[config.mk]
export PLATFORM = sky130hd
export DESIGN_NAME = jtopl_mmrx_flat
export DESIGN_NICKNAME = d
export VERILOG_FILES = /design/src/rtl/jtopl_mmrx_if.sv /design/src/rtl/jtopl_mmrx.sv /design/src/flat_wrapper.sv
export SDC_FILE = /design/constraint.sdc
export NUM_CORES = 1
export LEC_CHECK = 0
export CAP_MARGIN = 5
export CORE_ASPECT_RATIO = 0.7
export CORE_MARGIN = 4
export CORE_UTILIZATION = 30
export DETAILED_ROUTE_END_ITERATION = 7
export GPL_TIMING_DRIVEN = 0
export MAX_ROUTING_LAYER = met4
export PLACE_DENSITY = 0.6
export SLEW_MARGIN = 15
export SYNTH_ARGS = -nofsm -noshare
export SYNTH_HDL_FRONTEND = slang
export SYNTH_SLANG_ARGS = --single-unit
[constraint.sdc]
create_clock -name clk -period 2.94 [get_ports clk]
set_clock_uncertainty 0.05 [all_clocks]
set_input_delay 0.588 -clock clk [delete_from_list [all_inputs] [get_ports clk]]
set_output_delay 0.588 -clock clk [all_outputs]
set_load 0.005 [all_outputs]
[src/rtl/jtopl_mmrx_if.sv]
// rtl/jtopl_mmrx_if.sv - host write bus (strobe, address, data, busy, overflow) for jtopl_mmrx
interface jtopl_mmrx_if;
    logic       write;
    logic [1:0] addr;
    logic [7:0] din;
    logic       busy;
    logic       overflow;

    modport master (output write, addr, din, input busy, overflow);
    modport slave  (input write, addr, din, output busy, overflow);
endinterface

[src/rtl/jtopl_mmrx.sv]
// rtl/jtopl_mmrx.sv - OPL register write decoder with busy timing; optional write queue under JTOPL_WRQUEUE_EN
module jtopl_mmrx #(
    parameter int BANKS      = 1,
    parameter int WAV_EN     = 0,
    parameter int ADDR_WAIT  = 4,
    parameter int DATA_WAIT  = 24,
    parameter int FIFO_DEPTH = 4
) (
    input  logic         clk,
    input  logic         rst,
    input  logic         cen_i,
    jtopl_mmrx_if.slave  host,
    output logic         sel_bank_o,
    output logic [1:0]   sel_group_o,
    output logic [2:0]   sel_sub_o,
    output logic [7:0]   up_o,
    output logic [7:0]   dout_o,
    output logic [7:0]   value_A_o,
    output logic [7:0]   value_B_o,
    output logic         load_A_o,
    output logic         load_B_o,
    output logic         flagen_A_o,
    output logic         flagen_B_o,
    output logic         clr_flag_A_o,
    output logic         clr_flag_B_o,
    output logic         am_dep_o,
    output logic         vib_dep_o,
    output logic         rhy_en_o,
    output logic [4:0]   rhy_kon_o,
    output logic         wave_mode_o,
    output logic         opl3_new_o,
    output logic [5:0]   con4op_o
);
    localparam logic [7:0] ADDR_CNT = 8'(ADDR_WAIT);
    localparam logic [7:0] DATA_CNT = 8'(DATA_WAIT);

    logic [7:0] cnt_q, cnt_d;
    logic       busy;
    logic       acc_vld;
    logic [1:0] acc_addr;
    logic [7:0] acc_din;
    logic       drop;
    logic       idle;
    logic       overflow_q;

    logic [7:0] sel0_q, sel1_q;
    logic       acc_bank, eff_bank;
    logic [7:0] acc_reg;
    logic       acc_sel, acc_data;
    logic       wav_ok;
    logic       ch_hit;
    logic [7:0] dec_up;
    logic [1:0] dec_grp;
    logic [2:0] dec_sub;

    logic [7:0] up_q, dout_q;
    logic       sel_bank_q;
    logic [1:0] sel_group_q;
    logic [2:0] sel_sub_q;
    logic [7:0] value_a_q, value_b_q;
    logic       load_a_q, load_b_q, flagen_a_q, flagen_b_q, clr_a_q, clr_b_q;
    logic       am_dep_q, vib_dep_q, rhy_en_q, wave_mode_q, opl3_new_q;
    logic [4:0] rhy_kon_q;
    logic [5:0] con4op_q;

    assign busy          = cnt_q != 8'd0;
    assign host.busy     = busy;
    assign host.overflow = overflow_q;

`ifdef JTOPL_WRQUEUE_EN
    // FIFO_DEPTH must be a power of two, at least 2
    localparam int QW = $clog2(FIFO_DEPTH);

    logic [9:0]  fifo_q [FIFO_DEPTH];
    logic [QW:0] wr_ptr_q, wr_ptr_d, rd_ptr_q, rd_ptr_d;
    logic        fifo_empty, fifo_full, pop, push, to_queue;

    assign fifo_empty = wr_ptr_q == rd_ptr_q;
    assign fifo_full  = (wr_ptr_q[QW-1:0] == rd_ptr_q[QW-1:0]) && (wr_ptr_q[QW] != rd_ptr_q[QW]);

    // queue head has priority over a new host write so order is preserved
    always_comb begin
        pop      = !busy && !fifo_empty;
        to_queue = host.write && (busy || !fifo_empty);
        push     = to_queue && (!fifo_full || pop);
        drop     = to_queue && !push;
        acc_vld  = pop || (host.write && !to_queue);
        {acc_addr, acc_din} = pop ? fifo_q[rd_ptr_q[QW-1:0]] : {host.addr, host.din};
        idle     = !busy && fifo_empty;
        wr_ptr_d = wr_ptr_q + {{QW{1'b0}}, push};
        rd_ptr_d = rd_ptr_q + {{QW{1'b0}}, pop};
    end

    // queue storage and pointers; reset empties the queue
    always_ff @(posedge clk) begin
        if (rst) begin
            wr_ptr_q <= '0;
            rd_ptr_q <= '0;
        end else begin
            wr_ptr_q <= wr_ptr_d;
            rd_ptr_q <= rd_ptr_d;
            if (push) fifo_q[wr_ptr_q[QW-1:0]] <= {host.addr, host.din};
        end
    end
`else
    // without the queue a write during busy is simply lost
    always_comb begin
        acc_vld  = host.write && !busy;
        drop     = host.write && busy;
        acc_addr = host.addr;
        acc_din  = host.din;
        idle     = !busy;
    end
`endif

    assign acc_sel  = acc_vld && !acc_addr[0];
    assign acc_data = acc_vld && acc_addr[0];
    assign acc_bank = (BANKS == 2) ? acc_addr[1] : 1'b0;
    assign acc_reg  = acc_bank ? sel1_q : sel0_q;
    // in OPL2-compatible mode bank 1 aliases bank 0, except the mode register itself
    assign eff_bank = acc_bank && (opl3_new_q || acc_reg == 8'h05);
    assign wav_ok   = (WAV_EN != 0) || (BANKS == 2) || wave_mode_q;
    assign ch_hit   = (acc_reg[3:0] <= 4'd8) &&
                      (acc_reg[7:4] == 4'hA || acc_reg[7:4] == 4'hB || acc_reg[7:4] == 4'hC);

    // busy counter: reload on acceptance, count down on cen
    always_comb begin
        cnt_d = cnt_q;
        if (acc_vld)
            cnt_d = acc_addr[0] ? DATA_CNT : ADDR_CNT;
        else if (cen_i && busy)
            cnt_d = cnt_q - 8'd1;
    end

    // decode the selected register into a slot/channel update strobe
    always_comb begin
        dec_up  = 8'h00;
        dec_grp = 2'd0;
        dec_sub = 3'd0;
        if (acc_reg[2:0] <= 3'd5 && acc_reg[4:3] != 2'd3) begin
            dec_grp = acc_reg[4:3];
            dec_sub = acc_reg[2:0];
            case (acc_reg[7:5])
                3'd1:    dec_up = 8'h01;
                3'd2:    dec_up = 8'h02;
                3'd3:    dec_up = 8'h04;
                3'd4:    dec_up = 8'h08;
                3'd7:    dec_up = wav_ok ? 8'h80 : 8'h00;
                default: dec_up = 8'h00;
            endcase
        end
        if (ch_hit) begin
            dec_grp = 2'(acc_reg[3:0] / 4'd3);
            dec_sub = 3'(acc_reg[3:0] % 4'd3);
            case (acc_reg[7:4])
                4'hA:    dec_up = 8'h10;
                4'hB:    dec_up = 8'h20;
                default: dec_up = 8'h40;
            endcase
        end
    end

    // busy counter and overflow pulse
    always_ff @(posedge clk) begin
        if (rst) begin
            cnt_q      <= 8'd0;
            overflow_q <= 1'b0;
        end else begin
            cnt_q      <= cnt_d;
            overflow_q <= drop;
        end
    end

    // per-bank register select latches
    always_ff @(posedge clk) begin
        if (rst) begin
            sel0_q <= 8'd0;
            sel1_q <= 8'd0;
        end else if (acc_sel) begin
            if (acc_bank) sel1_q <= acc_din;
            else          sel0_q <= acc_din;
        end
    end

    // one-clock update strobe with data and target slot/channel
    always_ff @(posedge clk) begin
        if (rst) begin
            up_q        <= 8'h00;
            dout_q      <= 8'h00;
            sel_bank_q  <= 1'b0;
            sel_group_q <= 2'd0;
            sel_sub_q   <= 3'd0;
        end else begin
            up_q <= 8'h00;
            if (acc_data) begin
                up_q        <= dec_up;
                dout_q      <= acc_din;
                sel_bank_q  <= eff_bank;
                sel_group_q <= dec_grp;
                sel_sub_q   <= dec_sub;
            end
        end
    end

    // global control registers; flag clear lasts until an idle cen
    always_ff @(posedge clk) begin
        if (rst) begin
            value_a_q   <= 8'd0;
            value_b_q   <= 8'd0;
            load_a_q    <= 1'b0;
            load_b_q    <= 1'b0;
            flagen_a_q  <= 1'b1;
            flagen_b_q  <= 1'b1;
            clr_a_q     <= 1'b0;
            clr_b_q     <= 1'b0;
            am_dep_q    <= 1'b0;
            vib_dep_q   <= 1'b0;
            rhy_en_q    <= 1'b0;
            rhy_kon_q   <= 5'd0;
            wave_mode_q <= 1'b0;
            opl3_new_q  <= 1'b0;
            con4op_q    <= 6'd0;
        end else begin
            if (cen_i && idle) begin
                clr_a_q <= 1'b0;
                clr_b_q <= 1'b0;
            end
            if (acc_data && !eff_bank) begin
                case (acc_reg)
                    8'h01: wave_mode_q <= acc_din[5];
                    8'h02: value_a_q   <= acc_din;
                    8'h03: value_b_q   <= acc_din;
                    8'h04: begin
                        flagen_a_q <= ~acc_din[6];
                        flagen_b_q <= ~acc_din[5];
                        load_b_q   <= acc_din[1];
                        load_a_q   <= acc_din[0];
                        clr_a_q    <= acc_din[7];
                        clr_b_q    <= acc_din[7];
                    end
                    8'hBD: begin
                        am_dep_q  <= acc_din[7];
                        vib_dep_q <= acc_din[6];
                        rhy_en_q  <= acc_din[5];
                        rhy_kon_q <= acc_din[4:0];
                    end
                    default: ;
                endcase
            end
            if (acc_data && eff_bank) begin
                case (acc_reg)
                    8'h04:   con4op_q   <= acc_din[5:0];
                    8'h05:   opl3_new_q <= acc_din[0];
                    default: ;
                endcase
            end
        end
    end

    assign up_o         = up_q;
    assign dout_o       = dout_q;
    assign sel_bank_o   = sel_bank_q;
    assign sel_group_o  = sel_group_q;
    assign sel_sub_o    = sel_sub_q;
    assign value_A_o    = value_a_q;
    assign value_B_o    = value_b_q;
    assign load_A_o     = load_a_q;
    assign load_B_o     = load_b_q;
    assign flagen_A_o   = flagen_a_q;
    assign flagen_B_o   = flagen_b_q;
    assign clr_flag_A_o = clr_a_q;
    assign clr_flag_B_o = clr_b_q;
    assign am_dep_o     = am_dep_q;
    assign vib_dep_o    = vib_dep_q;
    assign rhy_en_o     = rhy_en_q;
    assign rhy_kon_o    = rhy_kon_q;
    assign wave_mode_o  = wave_mode_q;
    assign opl3_new_o   = opl3_new_q;
    assign con4op_o     = con4op_q;
endmodule

[src/flat_wrapper.sv]
// flat-port wrapper written by rule: the top's interface ports become plain ports
module jtopl_mmrx_flat 
#(
    parameter int BANKS      = 1,
    parameter int WAV_EN     = 0,
    parameter int ADDR_WAIT  = 4,
    parameter int DATA_WAIT  = 24,
    parameter int FIFO_DEPTH = 4
)
  (clk, rst, cen_i, sel_bank_o, sel_group_o, sel_sub_o, up_o, dout_o, value_A_o, value_B_o, load_A_o, load_B_o, flagen_A_o, flagen_B_o, clr_flag_A_o, clr_flag_B_o, am_dep_o, vib_dep_o, rhy_en_o, rhy_kon_o, wave_mode_o, opl3_new_o, con4op_o, host_write, host_addr, host_din, host_busy, host_overflow);
  jtopl_mmrx_if host_i ();
  input  logic clk;
  input  logic rst;
  input  logic cen_i;
  output logic sel_bank_o;
  output logic [1:0] sel_group_o;
  output logic [2:0] sel_sub_o;
  output logic [7:0] up_o;
  output logic [7:0] dout_o;
  output logic [7:0] value_A_o;
  output logic [7:0] value_B_o;
  output logic load_A_o;
  output logic load_B_o;
  output logic flagen_A_o;
  output logic flagen_B_o;
  output logic clr_flag_A_o;
  output logic clr_flag_B_o;
  output logic am_dep_o;
  output logic vib_dep_o;
  output logic rhy_en_o;
  output logic [4:0] rhy_kon_o;
  output logic wave_mode_o;
  output logic opl3_new_o;
  output logic [5:0] con4op_o;
  input wire logic [$bits(host_i.write)-1:0] host_write;
  input wire logic [$bits(host_i.addr)-1:0] host_addr;
  input wire logic [$bits(host_i.din)-1:0] host_din;
  output wire logic [$bits(host_i.busy)-1:0] host_busy;
  output wire logic [$bits(host_i.overflow)-1:0] host_overflow;
  assign host_i.write = host_write;
  assign host_i.addr = host_addr;
  assign host_i.din = host_din;
  assign host_busy = host_i.busy;
  assign host_overflow = host_i.overflow;
  jtopl_mmrx #(.BANKS(BANKS), .WAV_EN(WAV_EN), .ADDR_WAIT(ADDR_WAIT), .DATA_WAIT(DATA_WAIT), .FIFO_DEPTH(FIFO_DEPTH)) u_core (.clk(clk), .rst(rst), .cen_i(cen_i), .host(host_i), .sel_bank_o(sel_bank_o), .sel_group_o(sel_group_o), .sel_sub_o(sel_sub_o), .up_o(up_o), .dout_o(dout_o), .value_A_o(value_A_o), .value_B_o(value_B_o), .load_A_o(load_A_o), .load_B_o(load_B_o), .flagen_A_o(flagen_A_o), .flagen_B_o(flagen_B_o), .clr_flag_A_o(clr_flag_A_o), .clr_flag_B_o(clr_flag_B_o), .am_dep_o(am_dep_o), .vib_dep_o(vib_dep_o), .rhy_en_o(rhy_en_o), .rhy_kon_o(rhy_kon_o), .wave_mode_o(wave_mode_o), .opl3_new_o(opl3_new_o), .con4op_o(con4op_o));
endmodule
### Word-level counts from Yosys, hierarchy flattened

Index checks and enable logic that the tools add are counted.

* flip-flop bits (word level): 69
* word-level logic and storage cells: 80

* $add $sub $neg: 1
* equal/unequal tests: 14
* bitwise gates (word level): 3
* mux-type cells: 18
* order comparisons: 2
* reductions and logical operators: 20
* div/mod/pow operators: 2

Operators with widths (count)
* $mux W8: 5
* $pmux W8 S5: 1
* $eq A8 B2 Y1 const B: 2
* $pmux W7 S2: 1
* $eq A4 B4 Y1 const B: 3
* $reduce_and A2 Y1: 5
* $eq A8 B1 Y1 const B: 1
* $eq A8 B3 Y1 const B: 1
* $eq A8 B8 Y1 const B: 1
* $logic_and A1 B1 Y1: 8
* $reduce_bool A8 Y1: 1
* $sub A8 B1 Y8 const B: 1
* $eq A3 B2 Y1 const B: 2
* $eq A3 B3 Y1 const B: 2
* $mux W1: 6
* $mux W3: 2
* $mux W5: 1
* $div A4 B2 Y4 const B: 1
* $le A4 B4 Y1 const B: 1
* $mod A4 B2 Y4 const B: 1
* $mux W2: 2
* $eq A3 B1 Y1 const B: 1
* $le A3 B3 Y1 const B: 1
* $not A1 Y1: 3
* 5 further kinds: 7

### Longest topological paths before layout

* word-level depth: 6
* depth in mapped cells: 14
* gate-level depth less buffers: 12

### Worst setup path before layout

Ideal clock, no wire load.

* path kind: flip-flop to flip-flop
* start: register u_core.sel0_q[2] (netlist: u_core.acc_reg[2])
* end: register u_core.sel_sub_q[1] (netlist: u_core.sel_sub_o[1])
* arrival time: 2.317 ns
* buffers on the path: 2
* required time: 2.753 ns
* library setup time: 0.137 ns
* stages on the path, launching flop included: 15
* clock period less this slack: 2.504 ns
* slack: 0.436 ns
* path through: dfxtp_1 buf_2 nand2b_1 inv_1 ha_1 inv_1 ha_1 clkbuf_1 o211ai_1 o21ai_0 ha_1 a21o_1 a211oi_1 mux2i_1 a31oi_1

* cells in the longest elaborated chain, start to end: 4
* elaborated cells on any way between the ends: 7
* classes of those cells: div: 1; order compare: 2; mux: 2; reduce/logical: 2

Ends and longest elaborated chain
* start: declaration: RTL line jtopl_mmrx.sv:46 `logic [7:0] sel0_q, sel1_q;`
* start signal: assignment: RTL line jtopl_mmrx.sv:181 `else sel0_q <= acc_din;`
* branches (longest 3 deep; another with $mod A4 B2 Y4)
* $mux W3 *: RTL line jtopl_mmrx.sv:152 `if (ch_hit) begin`
* end signal: assignment: RTL line jtopl_mmrx.sv:200 `sel_sub_q <= dec_sub;`
* end: declaration: RTL line jtopl_mmrx.sv:59 `logic [2:0] sel_sub_q;`

Mark *: on every way between the ends.
A chain may end at the register's enable or synchronous reset.

### Worst setup path after layout

* start: register u_core.cnt_q[0]
* end: output port host_busy

* cells in the longest elaborated chain, start to end: 1

Ends and longest elaborated chain
* start: declaration: RTL line jtopl_mmrx.sv:37 `logic [7:0] cnt_q, cnt_d;`
* start signal: assignment: RTL line jtopl_mmrx.sv:169 `cnt_q <= cnt_d;`
* $reduce_bool A8 Y1: RTL line jtopl_mmrx.sv:66 `assign busy = cnt_q != 8'd0;`
* end: declaration: RTL line flat_wrapper.sv:38 `output wire logic [$bits(host_i.busy)-1:0] host_busy;`

Every way passes these cells.

==> reports/results.ini <==
[placed_design]
place.detailed.hpwl_um = 5977
gp_congestion = 0.8990
io_buffers = 66
post_dp_cell_area_um2 = 3827

[outcome]
status = completed

[grt]
grt_pass1_wl_um = 13120
track_usage = 0.1509
grt-ovfl-total = 0
grt_pass1_vias = 2478
antenna_found_initial = 0
grt_max_degree = 14

[floorplanning]
die_w_um = 127.1
core-area_um2 = 9684
start_util = 0.3078
ios = 76
fp.dieH_um = 91.39
placementRows = 30
die_area_um2 = 11620

[timing]
rsz0062_at_grt = false
max_slew_margin = 0.4902
tightest_slew_ps = 759.0
min_period_ps = 2749
drv_slew = 0
fmax_mhz = 363.8
setup_viol = 0
tns_ps = 0
fin_crit_sh = 0.9350
finalHoldViolCount = 0

[route]
ant_nets = 0
routedWlPerCell_um = 15.02
drt_first_pass_iters = 4
wl_um = 8305
num_vias = 2627
drc_errors = 0
viasPerCell = 4.750
drtIter0Drc = 115

[clock_tree]
cts_buffers = 9
insertion_delay_ps = 330
cts_tree = done
hold_buffers = 0
clkTransAtPathRegs_ps = 60
ctsLongestPathBuffers = 2
clock_sink_count = 69
root_buffer = clkbuf_16
htreeDepth = 3

[finish]
layout_commonest_cell = dfxtp_1
layout-drive-gt1-share = 0.09882
area_delta_synth_final_pct = 39.34
antenna_cells = 0
nets = 438
n_fill_cell = 963
final_cell_mix = 69 x dfxtp_1, 66 x clkdlybuf4s50_1, 54 x nor2_1, 36 x mux2i_1, 28 x nand2_1
fin_area_um2 = 4153

[critical_path]
crit_required_ps = 2300
crit_fanout = 6
arrival_ps = 2110
worstSetupPathType = reg2out
end_kind = output pin
start_kind = flip-flop

[logic_synthesis]
yosysTopAreaCellShare = 0.4635
ys_seq_area_frac = 0.4635
synth_edf_count = 0
synth_area_leader_cell = dfxtp_1
syn_area_um2 = 2980
synthFlopType = dfxtp_1
yosysWarnings = 0
syn_area_per_cell_um2 = 8.950
synth_cell_types = 47
ys_seq_elements = 69
synthArstFlopShare = 0
synthCells = 333
synth_area_leaders = dfxtp_1 46%, mux2i_1 12%, nor2_1 6.8%, a21oi_1 3.9%, nand2_1 3.5%

[run]
maxCapViolCount = 0

[power]
ir_drop_v = 0.0003652
cellPowerDensity_nw_per_um2 = 773.9
cellLeakagePower_nw = 1.744

[worst_hold_path]
hp-class = reg2reg

[metrics by stage]
stage	total power [mW]	utilization	std cells	hold WS, ps	setup slack, ps
after global placement	2.087	0.3952	534	392.3	129.0
final	3.214	0.4288	553	406.7	191.0
after floorplan	1.783	-	340	402.7	436.4
after global routing	3.409	0.4288	553	434.0	53.83
after CTS	3.149	0.4248	550	412.3	9.410
after detailed placement	2.113	0.3952	534	404.6	35.42
[where the power goes]
part	switching (mW)	internal (mW)
Clock	0.424	0.599
Sequential	0.112	1.05
Combinational	0.538	0.490
[critical path, stage by stage (launching register included)]
cell,delay [ps]
dfxtp_1,340
inv_1,70
ha_1,220
nor4b_4,360
and2_1,250
inv_1,80
clkdlybuf4s50_1,450
[cells in the mapped netlist (all sizes together), types with 3 or more instances]
| master | count |
|---|---|
| a21oi | 23 |
| a31oi | 4 |
| and2 | 4 |
| buf | 10 |
| clkbuf | 15 |
| dfxtp | 69 |
| ha | 4 |
| inv | 10 |
| mux2i | 36 |
| nand2 | 28 |
| nand2b | 3 |
| nand3 | 7 |
| nand4 | 4 |
| nand4b | 4 |
| nor2 | 54 |
| nor2b | 3 |
| nor3 | 11 |
| nor4 | 5 |
| o211ai | 4 |
| o21ai | 7 |
| or2 | 3 |
[cell families (layout without fill, tap and decap cells)]
kind of cell             count (synthesis)  after routing  share of synthesized area
adder cells (fa/ha/maj)                  4              4                    0.01679
XOR/XNOR                                 1              1                   0.002939
AO/OA/AOI/OAI                           51             51                     0.1066
AND/OR/NAND/NOR                        135            135                     0.2317
other                                    1              8                   0.001258
multiplexers                            36             36                     0.1209
flip-flops                              69             69                     0.4635
buffers and inverters                   36            121                    0.05625
[final timing paths]
check | from | endpoint | slack, ps | depth (start not counted)
worst max register to register | u_core.acc_reg[2] | u_core.sel_sub_o[1] | 330 | 13
worst max-delay path | u_core.cnt_q[0] | host_busy | 190 | 6
worst min-delay path | u_core.dout_o[7] | u_core.dout_o[7] | 410 | 2
worst min register to register | u_core.dout_o[7] | u_core.dout_o[7] | 410 | 2
[per-layer routing]
layer,GRT usage,share of wire
met3,0.06232,0.079
met5,-,0
met1,0.1999,0.50
met4,0.05893,0.015
met2,0.2025,0.41
[layout make-up]
cell class	count	area (um^2)	area share
Clock buffer	10	239.0	0.05755
Tap cell	128	160.2	0.03857
Multi-Input combinational cell	235	1470	0.3540
Sequential cell	69	1381	0.3326
Inverter	11	41.29	0.009943
Timing Repair Buffer	70	690.7	0.1663
Clock inverter	6	47.55	0.01145
Buffer	24	122.6	0.02953
[what timing repair did]
action                     CTS  global route
setup endpoints to repair    0             4
setup buffers                0             4
gates resized for setup      0             2
(Power assumes the default switching activity.)
